$ cat src/rtl/ifu_fetch_queue.sv
// ifu_fetch_queue: PC generator and in-order fetch queue that drops stale responses after a redirect.
// Define IFU_MISALIGN_CHK_EN to turn a misaligned PC into a NOP fault entry instead of a request.
module ifu_fetch_queue #(
  parameter int ADDR_W = 32,
  parameter int INST_W = 32,
  parameter int DEPTH = 4,
  parameter logic [ADDR_W-1:0] RESET_PC = '0,
  parameter int INST_BYTES = 4
) (
  input  logic              clk_i,
  input  logic              rst_i,
  input  logic              stall_i,
  input  logic              flush_i,
  input  logic [ADDR_W-1:0] flush_pc_i,
  input  logic              br_redirect_i,
  input  logic [ADDR_W-1:0] br_redirect_pc_i,
  input  logic [ADDR_W-1:0] bp_next_pc_i,
  input  logic              bp_taken_i,
  output logic              req_valid_o,
  input  logic              req_ready_i,
  output logic [ADDR_W-1:0] req_addr_o,
  input  logic              rsp_valid_i,
  input  logic [INST_W-1:0] rsp_data_i,
  output logic              inst_valid_o,
  input  logic              inst_ready_i,
  output logic [INST_W-1:0] inst_o,
  output logic [ADDR_W-1:0] inst_pc_o,
  output logic [ADDR_W-1:0] inst_pred_pc_o,
  output logic              inst_taken_o,
  output logic              inst_slot_end_o,
  output logic              inst_fault_o
);
  localparam int PW = $clog2(DEPTH);
  localparam int CW = $clog2(DEPTH + 1);
`ifdef IFU_MISALIGN_CHK_EN
  localparam bit CHK = 1'b1;
`else
  localparam bit CHK = 1'b0;
`endif
  typedef struct packed {
    logic [INST_W-1:0] inst;
    logic [ADDR_W-1:0] pc;
    logic [ADDR_W-1:0] pred;
    logic              taken;
    logic              slot;
    logic              filled;
    logic              fault;
  } ent_t;
  ent_t [DEPTH-1:0] ent_q, ent_d;
  logic [ADDR_W-1:0] pc_q, pc_d;
  logic slot_q, slot_d, halt_q, halt_d;
  logic [PW-1:0] alloc_q, alloc_d, fill_q, fill_d, pop_q, pop_d;
  logic [CW-1:0] count_q, count_d, out_cnt_q, out_cnt_d, drop_cnt_q, drop_cnt_d;
  logic redirect, can_issue, misal, fire, fault_alloc, alloc, live, pop_en;
  always_comb begin
    redirect = flush_i | br_redirect_i;
    can_issue = !rst_i && !stall_i && !redirect && count_q < CW'(DEPTH) && out_cnt_q < CW'(DEPTH);
    misal = CHK && (pc_q % ADDR_W'(INST_BYTES)) != '0;
    fire = can_issue && !misal && req_ready_i;
    fault_alloc = can_issue && misal && !halt_q;
    alloc = fire | fault_alloc;
    live = rsp_valid_i && drop_cnt_q == '0;
    req_valid_o = can_issue && !misal;
    inst_valid_o = count_q != '0 && ent_q[pop_q].filled && !redirect;
    pop_en = inst_valid_o && inst_ready_i;
    ent_d = ent_q;
    if (fire)
      ent_d[alloc_q] = '{inst: '0, pc: pc_q, pred: bp_next_pc_i, taken: bp_taken_i,
                         slot: slot_q, filled: 1'b0, fault: 1'b0};
    if (fault_alloc)
      ent_d[alloc_q] = '{inst: INST_W'(32'h0000_0013), pc: pc_q, pred: pc_q + ADDR_W'(INST_BYTES),
                         taken: 1'b0, slot: slot_q, filled: 1'b1, fault: 1'b1};
    if (live) begin
      ent_d[fill_q].inst = rsp_data_i;
      ent_d[fill_q].filled = 1'b1;
    end
    out_cnt_d = out_cnt_q + CW'(fire) - CW'(rsp_valid_i);
    // Every request still in flight after a redirect belongs to the discarded stream.
    drop_cnt_d = redirect ? out_cnt_d : drop_cnt_q - CW'(rsp_valid_i && drop_cnt_q != '0);
    count_d = redirect ? '0 : count_q + CW'(alloc) - CW'(pop_en);
    alloc_d = redirect ? '0 : alloc_q + PW'(alloc);
    fill_d = redirect ? '0 : fill_q + PW'(live);
    pop_d = redirect ? '0 : pop_q + PW'(pop_en);
    pc_d = redirect ? (flush_i ? flush_pc_i : br_redirect_pc_i) : fire ? bp_next_pc_i : pc_q;
    slot_d = redirect ? br_redirect_i && !flush_i : alloc ? 1'b0 : slot_q;
    halt_d = redirect ? 1'b0 : halt_q | fault_alloc;
  end
  always_ff @(posedge clk_i) begin
    if (rst_i) begin
      ent_q <= '0;
      pc_q <= RESET_PC;
      slot_q <= 1'b0;
      halt_q <= 1'b0;
      alloc_q <= '0;
      fill_q <= '0;
      pop_q <= '0;
      count_q <= '0;
      out_cnt_q <= '0;
      drop_cnt_q <= '0;
    end else begin
      ent_q <= ent_d;
      pc_q <= pc_d;
      slot_q <= slot_d;
      halt_q <= halt_d;
      alloc_q <= alloc_d;
      fill_q <= fill_d;
      pop_q <= pop_d;
      count_q <= count_d;
      out_cnt_q <= out_cnt_d;
      drop_cnt_q <= drop_cnt_d;
    end
  end
  always_ff @(posedge clk_i)
    if (!rst_i) assert (!rsp_valid_i || out_cnt_q != '0);
  assign req_addr_o = pc_q;
  assign inst_o = ent_q[pop_q].inst;
  assign inst_pc_o = ent_q[pop_q].pc;
  assign inst_pred_pc_o = ent_q[pop_q].pred;
  assign inst_taken_o = ent_q[pop_q].taken;
  assign inst_slot_end_o = ent_q[pop_q].slot;
  assign inst_fault_o = CHK && ent_q[pop_q].fault;
endmodule
$ cat config.mk
export PLATFORM = sky130hd
export DESIGN_NAME = ifu_fetch_queue
export DESIGN_NICKNAME = d
export VERILOG_FILES = /design/src/rtl/ifu_fetch_queue.sv
export SDC_FILE = /design/constraint.sdc
export NUM_CORES = 1
export LEC_CHECK = 0
export CAP_MARGIN = 10
export CORE_MARGIN = 5
export CORE_UTILIZATION = 50
export DETAILED_ROUTE_END_ITERATION = 8
export PLACE_DENSITY = 0.74
export SLEW_MARGIN = 15
export SYNTH_ARGS = -nofsm -noshare
export SYNTH_HDL_FRONTEND = slang
export SYNTH_SLANG_ARGS = --single-unit
$ cat constraint.sdc
create_clock -name clk_i -period 8.8 [get_ports clk_i]
set_clock_uncertainty 0.05 [all_clocks]
set_input_delay 1.76 -clock clk_i [delete_from_list [all_inputs] [get_ports clk_i]]
set_output_delay 1.76 -clock clk_i [all_outputs]
set_load 0.02 [all_outputs]
==> results.cfg <==
[run_status]
outcome = finished, final reports clean

[power]
vdd_drop_max_uv = 144
powerDensity_nw_per_um2 = 186
leakage_nw = 9.33
total_power_mw = 4.55

[cells_and_area]
layout_common_cells = 442 x dfxtp_1, 265 x clkdlybuf4s50_1, 231 x mux2i_1
synthToLayoutAreaGrowth_pct = 20.8
nets = 2231
layout-drive-gt1-share_pct = 14.0
stdcell_count = 2643
final_common_cell = dfxtp_1
num_antenna_cells = 0

[yosys]
seq_area_frac_synth_pct = 43.8
syn_area_per_cell_um2 = 10.4
yosys.area.top_type = dfxtp_1
synthArstFlopShare_pct = 0
synth_area_um2 = 20300
yosys.cell_types.count = 45
synth-edff-count = 0
yosysTopAreaCellShare_pct = 43.8
yosys_warnings = 0
synth.area.top_cells = dfxtp_1 44%, mux2i_1 11%, mux4_2 11%
synth_top_flop_cell = dfxtp_1
synth_cells = 1958
syn_nets = 2104
ys_ff_latch = 444

[die]
rows = 73
io-pin-count = 270
start_util_pct = 50.8
fp.coreArea_um2 = 40000
die-area_um2 = 44800
die_h_um = 212
dieWidth_um = 212

[clock_tree]
cts.sinks = 444
cts_resized = 0
cts_tree = yes
cts_made_buffers = 46
cts-htree-levels = 2
hold_buffers = 0
clockBufferDepth = 3
clock_latency_ps = 560
postCtsSetupRepairBufs = 0
cts_root_buffer = clkbuf_16
clk_pin_slew_ps = 60

[global_routing]
track_usage_pct = 27.0
grt_max_degree = 186
grt_pass1_wl_um = 96900
antenna_found_initial = 2
gr-total-overflow = 0
grt_pass1_vias = 16900

[route]
drtPass1Iterations = 7
via_per_inst = 6.23
wl_per_cell_um = 23.6
drc_errors = 0
num_vias = 16500
drt-initial-drc-count = 1493
drt_wl_total_um = 62400
antenna_left = 0

[placed_design]
hpwl_um = 37900
post-place-ws_ps = 3210
dp.cells = 2562
globalplace.congestion = 0.913
port_buffers = 268

[sta]
hold_slack_ps = 407
finalMaxSlewViolations = 0
worst_slack_ps = 3200
slew_headroom_pct = 26.3
grt_setup_unrepaired = false
worst_slew_pin_slew_ps = 1110
tns_ps = 0
min_period_over_period_pct = 63.7
finalHoldViolations = 0
period_needed_ps = 5600
fmax_ghz = 0.179
setup_violations = 0

[setup_path]
worstSetupPathType = primary input to primary output
crit_required_ps = 6990
crit_path_start_kind = primary input
crit_fanout = 36
crit_arrival_ps = 3790
critPathCaptureType = primary output

[run]
drv_cap = 0

[hold_path]
worstHoldPathType = register to register
-- metrics by stage --
stage	util, %	area, um2
floorplan	-	20300
global placement	57.6	23000
CTS	61.3	24500
detailed placement	57.6	23000
finish	61.3	24500
global route	61.3	24500
-- Yosys cell counts, types with 3 or more instances --
library cell / n
a31o_1: 32
xnor2_1: 6
nor3_1: 6
a211oi_1: 3
nor2b_1: 36
o2bb2ai_1: 32
dfxtp_1: 444
o211ai_1: 160
nand3_1: 97
buf_6: 7
nand2b_1: 101
nor2_1: 10
or3_1: 3
inv_1: 9
mux2_2: 32
o21ai_0: 97
and2_1: 5
nand2_1: 201
buf_2: 19
nor4_1: 69
mux2i_1: 231
mux4_2: 99
clkbuf_1: 172
buf_1: 19
a31o_2: 38
ha_1: 7
-- cell families (layout without fill, tap and decap cells) --
family                   count (synthesis)  after routing  synth area share (%)
AO/OA/AOI/OAI                          367            367                  13.0
XOR/XNOR                                 7              7                 0.376
adder cells (fa/ha/maj)                  9              9                 0.628
buffers and inverters                  229            389                  4.63
flip-flops                             444            444                  43.8
multiplexers                           362            362                  24.1
other                                    1              1                0.0185
AND/OR/NAND/NOR                        539            539                  13.5
-- report_power, final --
| group | total, mW | switching, mW | internal, mW | leakage [nW] |
|---|---|---|---|---|
| registers | 2.08 | 0.0267 | 2.05 | 3.59 |
| logic | 0.543 | 0.329 | 0.215 | 5.00 |
| clock network | 1.93 | 0.818 | 1.11 | 0.745 |
-- worst max-delay path: stages --
cell and delay, ps:
buf_2 400, nor2_1 700, and3_1 310, clkdlybuf4s50_1 610
-- area by class of cell --
class | instances | area, um2
Tap cell | 525 | 657
Clock buffer | 63 | 1360
Timing Repair Buffer | 297 | 2900
Clock inverter | 18 | 126
Inverter | 11 | 48.8
Fill cell | 3286 | 15500
Multi-Input combinational cell | 1285 | 10500
Sequential cell | 444 | 8900
-- path summary, 6_finish.rpt --
kind	startpoint	end	slack, ps	depth (start not counted)
min	register	register	410	2
max	br_redirect_i	inst_valid_o	3200	4
min reg2reg	register	register	410	2
max reg2reg	pop_q[0]	count_q[2]	4910	9
-- routing by layer --
layer  up-vias  part of all wire [%]  wire length (um)  global-route usage (%)
met4         4                   3.4              2150                    10.0
met1      8125                    40             25000                    34.8
li1       7488                     -                 -                       -
met5         -                 0.040                25                       0
met2       722                    48             30100                    44.9
met3       124                   8.1              5040                    5.91
No activity file was read; power rests on OpenSTA's default activity.
